$ cat src/rtl/irq_pkg.sv
`default_nettype none
// ============================================================================
//  Module   : irq_pkg
//  Purpose  : Shared defaults and helpers for the nested interrupt controller
//             family: default source count, priority width, nesting depth,
//             vector table base/stride and the vector address computation.
//  Ports    : none (package)
//  Revision : 1.0 - initial release
// ============================================================================
package irq_pkg;

   localparam int          DEF_NUM_IRQ    = 16;
   localparam int          DEF_PRIO_W     = 3;
   localparam int          DEF_NEST_DEPTH = 4;
   localparam logic [31:0] DEF_VEC_BASE   = 32'h0000_1000;
   localparam int          DEF_VEC_STRIDE = 4;

   // Vector table entry for a source id.
   function automatic logic [31:0] calc_vector(
      input logic [31:0] base,
      input logic [31:0] stride,
      input logic [31:0] id
   );
      return base + (id * stride);
   endfunction

endpackage
`default_nettype wire

$ cat src/rtl/irq_prio_arb.sv
`default_nettype none
// ============================================================================
//  Module   : irq_prio_arb
//  Purpose  : Combinational priority selector. Among all eligible sources it
//             picks the one with the highest priority value; equal priorities
//             resolve to the lowest source index.
//  Ports    : eligible  - per-source eligibility
//             prio      - packed priorities, source i at [i*PRIO_W +: PRIO_W]
//             win_id    - selected source index (0 when none)
//             win_prio  - priority of the selected source (0 when none)
//             win_valid - at least one source is eligible
//  Revision : 1.0 - initial release
// ============================================================================
module irq_prio_arb #(
   parameter int NUM_IRQ = 16,
   parameter int PRIO_W  = 3,
   parameter int IDW     = $clog2(NUM_IRQ)
)(
   input  logic [NUM_IRQ-1:0]        eligible,
   input  logic [NUM_IRQ*PRIO_W-1:0] prio,
   output logic [IDW-1:0]            win_id,
   output logic [PRIO_W-1:0]         win_prio,
   output logic                      win_valid
);

   logic [IDW-1:0]    w_best_id;
   logic [PRIO_W-1:0] w_best_prio;
   logic              w_found;

   // Ascending scan with a strict ">" so an equal priority found later never
   // displaces an earlier (lower-index) winner.
   always_comb begin
      w_best_id   = '0;
      w_best_prio = '0;
      w_found     = 1'b0;
      for (int i = 0; i < NUM_IRQ; i++) begin
         if (eligible[i] && (!w_found || (prio[i*PRIO_W +: PRIO_W] > w_best_prio))) begin
            w_found     = 1'b1;
            w_best_id   = IDW'(i);
            w_best_prio = prio[i*PRIO_W +: PRIO_W];
         end
      end
   end

   assign win_id    = w_best_id;
   assign win_prio  = w_best_prio;
   assign win_valid = w_found;

endmodule
`default_nettype wire

$ cat src/rtl/irq_nested_ctrl.sv
`default_nettype none
// ============================================================================
//  Module   : irq_nested_ctrl
//  Purpose  : Nested interrupt controller. Latches edge requests (or follows
//             level requests), arbitrates the highest-priority pending source
//             that outranks the interrupt in service, keeps in-service
//             priorities on a nesting stack popped by end-of-interrupt and
//             presents a registered request/vector to the CPU.
//  Ports    : clk, reset_n       - clock, async active-low reset
//             irq_in             - request lines (synchronous to clk)
//             irq_mask           - 1 = source masked
//             irq_edge_sel       - 1 = rising-edge, 0 = level
//             irq_prio           - packed per-source priorities
//             cpu_ack / cpu_eoi  - CPU accept / end-of-interrupt
//             int_valid, irq_id, vector_addr - presented interrupt
//             irq_ack            - one-cycle one-hot ack pulse to the source
//             active_prio        - priority in service (0 when idle)
//             nest_level, stack_full - stack occupancy
//  Revision : 1.0 - initial release
// ============================================================================
module irq_nested_ctrl
   import irq_pkg::*;
#(
   parameter int          NUM_IRQ    = DEF_NUM_IRQ,
   parameter int          PRIO_W     = DEF_PRIO_W,
   parameter int          NEST_DEPTH = DEF_NEST_DEPTH,
   parameter logic [31:0] VEC_BASE   = DEF_VEC_BASE,
   parameter int          VEC_STRIDE = DEF_VEC_STRIDE,
   parameter int          IDW        = $clog2(NUM_IRQ),
   parameter int          LVW        = $clog2(NEST_DEPTH + 1)
)(
   input  logic                      clk,
   input  logic                      reset_n,
   input  logic [NUM_IRQ-1:0]        irq_in,
   input  logic [NUM_IRQ-1:0]        irq_mask,
   input  logic [NUM_IRQ-1:0]        irq_edge_sel,
   input  logic [NUM_IRQ*PRIO_W-1:0] irq_prio,
   input  logic                      cpu_ack,
   input  logic                      cpu_eoi,
   output logic                      int_valid,
   output logic [IDW-1:0]            irq_id,
   output logic [31:0]               vector_addr,
   output logic [NUM_IRQ-1:0]        irq_ack,
   output logic [PRIO_W-1:0]         active_prio,
   output logic [LVW-1:0]            nest_level,
   output logic                      stack_full
);

   // ---------------------------------------------------------------- state
   logic [NUM_IRQ-1:0] r_prev_in;
   logic [NUM_IRQ-1:0] r_pend_edge;
   logic [PRIO_W-1:0]  r_stack_prio [NEST_DEPTH];
   logic [LVW-1:0]     r_level;
   logic               r_int_valid;
   logic [IDW-1:0]     r_irq_id;
   logic [PRIO_W-1:0]  r_irq_prio;
   logic [NUM_IRQ-1:0] r_irq_ack;

   // ---------------------------------------------------------------- wires
   logic [PRIO_W-1:0]  w_prio [NUM_IRQ];
   logic [NUM_IRQ-1:0] w_pending;
   logic [NUM_IRQ-1:0] w_eligible;
   logic [NUM_IRQ-1:0] w_ack_hot;
   logic [PRIO_W-1:0]  w_active_prio;
   logic               w_empty;
   logic               w_full;
   logic               w_accept;
   logic               w_pop;
   logic               w_wr_en;
   logic [LVW-1:0]     w_wr_idx;
   logic [IDW-1:0]     w_win_id;
   logic [PRIO_W-1:0]  w_win_prio;
   logic               w_win_valid;

   assign w_empty  = (r_level == '0);
   assign w_full   = (r_level == LVW'(NEST_DEPTH));
   assign w_accept = cpu_ack & r_int_valid;
   assign w_pop    = cpu_eoi & ~w_empty;

   // Per-source unpack, pending view, eligibility and ack one-hot.
   for (genvar gi = 0; gi < NUM_IRQ; gi++) begin : g_src
      assign w_prio[gi]     = irq_prio[gi*PRIO_W +: PRIO_W];
      // Edge sources use the latched bit; level sources follow the line.
      assign w_pending[gi]  = irq_edge_sel[gi] ? r_pend_edge[gi] : irq_in[gi];
      assign w_eligible[gi] = w_pending[gi] & ~irq_mask[gi] &
                              (w_empty | (w_prio[gi] > w_active_prio));
      assign w_ack_hot[gi]  = w_accept & (r_irq_id == IDW'(gi));
   end

   // Priority of the top-of-stack entry; 0 while idle.
   always_comb begin
      w_active_prio = '0;
      for (int i = 0; i < NEST_DEPTH; i++) begin
         if (r_level == LVW'(i + 1)) begin
            w_active_prio = r_stack_prio[i];
         end
      end
   end

   irq_prio_arb #(
      .NUM_IRQ (NUM_IRQ),
      .PRIO_W  (PRIO_W),
      .IDW     (IDW)
   ) u_arb (
      .eligible  (w_eligible),
      .prio      (irq_prio),
      .win_id    (w_win_id),
      .win_prio  (w_win_prio),
      .win_valid (w_win_valid)
   );

   // ---------------------------------------------------------------- edges
   // A rising edge in the ack cycle re-arms the bit, so set wins over clear.
   // Bits of level-configured sources are held at zero.
   always_ff @(posedge clk or negedge reset_n) begin
      if (!reset_n) begin
         r_prev_in   <= '0;
         r_pend_edge <= '0;
      end else begin
         r_prev_in   <= irq_in;
         r_pend_edge <= irq_edge_sel &
                        ((irq_in & ~r_prev_in) | (r_pend_edge & ~w_ack_hot));
      end
   end

   // ---------------------------------------------------------------- stack
   // Only the priority of stacked entries influences arbitration and the
   // outputs, so that is what each slot stores. Ack together with EOI
   // overwrites the top slot instead of push+pop.
   assign w_wr_en  = w_accept & (w_pop | ~w_full);
   assign w_wr_idx = w_pop ? (r_level - LVW'(1)) : r_level;

   always_ff @(posedge clk or negedge reset_n) begin
      if (!reset_n) begin
         for (int i = 0; i < NEST_DEPTH; i++) begin
            r_stack_prio[i] <= '0;
         end
         r_level <= '0;
      end else begin
         for (int i = 0; i < NEST_DEPTH; i++) begin
            if (w_wr_en && (w_wr_idx == LVW'(i))) begin
               r_stack_prio[i] <= r_irq_prio;
            end
         end
         if (w_accept && !w_pop && !w_full) begin
            r_level <= r_level + LVW'(1);
         end else if (w_pop && !w_accept) begin
            r_level <= r_level - LVW'(1);
         end
      end
   end

   // ---------------------------------------------------------------- outputs
   // The cycle after an accepted ack is a bubble: the stack has not yet been
   // updated when this edge arbitrates, so the result would be stale.
   always_ff @(posedge clk or negedge reset_n) begin
      if (!reset_n) begin
         r_int_valid <= 1'b0;
         r_irq_id    <= '0;
         r_irq_prio  <= '0;
         r_irq_ack   <= '0;
      end else begin
         r_irq_ack <= w_ack_hot;
         if (w_win_valid && !w_full && !w_accept) begin
            r_int_valid <= 1'b1;
            r_irq_id    <= w_win_id;
            r_irq_prio  <= w_win_prio;
         end else begin
            r_int_valid <= 1'b0;
         end
      end
   end

   assign int_valid   = r_int_valid;
   assign irq_id      = r_irq_id;
   assign vector_addr = calc_vector(VEC_BASE, 32'(VEC_STRIDE), 32'(r_irq_id));
   assign irq_ack     = r_irq_ack;
   assign active_prio = w_active_prio;
   assign nest_level  = r_level;
   assign stack_full  = w_full;

endmodule
`default_nettype wire

$ cat config.mk
export PLATFORM = sky130hd
export DESIGN_NAME = irq_nested_ctrl
export DESIGN_NICKNAME = d
export VERILOG_FILES = /design/src/rtl/irq_pkg.sv /design/src/rtl/irq_prio_arb.sv /design/src/rtl/irq_nested_ctrl.sv
export SDC_FILE = /design/constraint.sdc
export NUM_CORES = 1
export LEC_CHECK = 0
export ABC_AREA = 1
export BUFFER_PORTS_ARGS = -buffer_cell sky130_fd_sc_hd__buf_2
export CORE_MARGIN = 4
export CORE_UTILIZATION = 41
export CTS_CLUSTER_SIZE = 25
export DETAILED_ROUTE_END_ITERATION = 6
export PLACE_DENSITY = 0.62
export SYNTH_ARGS = -nofsm -noshare
export SYNTH_HDL_FRONTEND = slang
export SYNTH_HIERARCHICAL = 1
export SYNTH_SLANG_ARGS = --single-unit
export TNS_END_PERCENT = 5
$ cat constraint.sdc
create_clock -name clk -period 25.1 [get_ports clk]
set_clock_uncertainty 0.1 [all_clocks]
set_input_delay 5.02 -clock clk [delete_from_list [all_inputs] [get_ports clk]]
set_output_delay 5.02 -clock clk [all_outputs]
set_load 0.005 [all_outputs]
==> flow_summary.yaml <==
run_status:
  status: "finished clean"
global_route:
  grt_pass1_vias: 5918
  grt_pass1_wl_um: 28600
  track_usage: 0.190
  antenna_found_initial: 4
  globalRouteOverflowTotal: 0
  grt_max_degree: 72
placement:
  place_inst: 1327
  portBuffers: 131
  gp_congestion: 0.868
  hpwlAfterDp_um: 14000
  dp_slack_ns: 1.78
clocking:
  cts_buffers: 9
  root_buffer: "clkbuf_16"
  clk_pin_slew_worst_paths_ns: 0.06
  cts_tree: "done"
  cts.sinks: 71
  cts_setup_buffers: 0
  ctsHtreeMaxLevel: 3
  clk_latency_ns: 0.33
  clock_path_buffers: 2
yosys:
  ys_types: 37
  syn_area_um2: 6840
  seq_area_frac_synth: 0.260
  synth_edf_count: 0
  synth-main-ff-cell: "dfrtp_1"
  ys_ff_latch: 71
  avgSynthCellArea_um2: 6.89
  netlist_instances: 993
  yosysWarnings: 6
  async_flop_share: 1.00
floorplan:
  chipHeight_um: 137
  ios: 160
  initial_core_util: 0.424
  die_w_um: 137
  dieArea_um2: 18800
  core_area_um2: 16100
  rows: 46
sta:
  finalMaxSlewViolations: 0
  layout_min_cycle_time_ns: 22.73
  tns_ns: 0
  setup_viol: 0
  slew_headroom: 0.415
  timing_hold_violations_final: 0
  period_share: 0.905
  worstMarginPinSlew_ns: 0.878
  fmax_mhz: 44.0
  rsz0062_at_grt: "no"
  hold-worst-slack_ns: 0.340
  setup_slack_ns: 2.37
setup_path:
  crit_start: "irq_prio[2]"
  crit_path_frequent_cell: "nand2_1"
  cp.required_ns: 25.20
  critPathLaunchType: "input port"
  cp_slowest_cell: "ha_1"
  setup.worst_path.class: "in -> reg"
  cp_max_fo: 8
  endpoint_kind: "flop"
  r2r-start: "nest_level[0]"
  critPathMaxStageDelay_ns: 0.34
  critical_path_arrival_ns: 22.83
pwr:
  vdd_drop_max_mv: 0.0554
  finalPower_uw: 957
  p_leak_uw: 0.00466
  power.density_nw_per_um2: 121
routing:
  wl_per_cell_um: 12.9
  ant_nets: 0
  drc_errors: 0
  drt-pass1-iter-count: 5
  num_vias: 6381
  avgViaCountPerCell: 4.74
  drt_iter0_drc: 255
  routed_wirelength_um: 17400
finish:
  final_nets: 1298
  fill_cells: 1650
  mostFrequentLayoutCell: "nand2_1"
  area_growth_pct: 15.5
  final_layout_size_suffix_gt1_frac: 0.196
  final_cell_mix: "239 x nand2_1, 180 x inv_1, 130 x buf_2"
  instances_no_fill: 1345
  multiInputGateArea_um2: 4160
  ff_latch_area_um2: 1780
job:
  cap_viol_max_count: 0
min_path:
  hp-start: "r_prev_in[14]"
  hold_path_class: "reg -> reg"
[final timing paths]
| kind | slack (ns) | to | depth (start not counted) |
|---|---|---|---|
| worst max register to register | 5.40 | irq_id[3] | 140 |
| worst min register to register | 0.34 | r_pend_edge[14] | 1 |
| worst min-delay path | 0.34 | r_pend_edge[14] | 1 |
| min in group asynchronous | 4.72 | nest_level[0] | 1 |
| worst max-delay path | 2.37 | irq_id[3] | 137 |
| max in group asynchronous | 19.62 | r_pend_edge[11] | 1 |
[what timing repair did]
item	4_1_cts	5_1_grt
resized for setup	0	4
hold buffers	0	0
endpoints found under the setup margin	0	7
[state kept, by name, summed over array words and instances (netlist names)]
register,flops
irq_ack,16
r_stack_prio,12
r_irq_prio,3
nest_level,3
int_valid,1
r_prev_in,16
irq_id,4
r_pend_edge,16
[stage by stage]
stage	utilization	instance area, um2
2_1_floorplan	-	6940
3_3_place_gp	0.470	7580
3_5_place_dp	0.470	7580
4_1_cts	0.489	7890
5_1_grt	0.490	7900
6_report	0.490	7900
[synth_stat cells (all sizes together) (3+ instances only)]
master  instances  area (um2)
nand4          48         300
nor3           11        60.1
dfrtp          71        1780
buf            40         297
xor2            3        26.3
a21oi          31         193
nand3          75         420
and2            7        43.8
inv           185         697
or2             5        33.8
nand2         280        1280
o21ai          97         485
o211ai          3        22.5
nor2           49         186
ha             76         951
[layout make-up]
| type | instances | share of cell area |
|---|---|---|
| Clock buffer | 9 | 0.0285 |
| Timing Repair Buffer | 134 | 0.0862 |
| Tap cell | 216 | 0.0342 |
| Antenna cell | 2 | 0.000634 |
| Multi-Input combinational cell | 720 | 0.527 |
| Sequential cell | 71 | 0.225 |
| Inverter | 186 | 0.0887 |
| Clock inverter | 7 | 0.00998 |
[routing by layer]
metal,GRT usage,share of wire
met3,0.0250,0.045
met5,0,0.0012
met4,0.0477,0.015
met2,0.304,0.45
met1,0.270,0.49
[worst max-delay path: cells and delay by family]
family	cells	cell delay, ns
buffers and inverters	11	0.80
AOI/OAI and AO/OA	34	5.26
adders and majority gates	16	4.75
and+or+nand+nor	76	7.00
[cells by family (layout without fill, tap and decap cells)]
group,Yosys count,after routing,synth area share
flops,71,71,0.260
compound gates,137,137,0.109
other cells,2,30,0.00110
buf+inv,228,336,0.147
xor+xnor,3,3,0.00384
simple gates,476,476,0.341
fa+ha+maj,76,76,0.139
[power breakdown]
part | switching, uW | internal [uW]
registers | 14.7 | 138
logic | 426 | 250
clock network | 50.3 | 77.9
total | 491 | 466
Power figures use the tool's default switching activity.
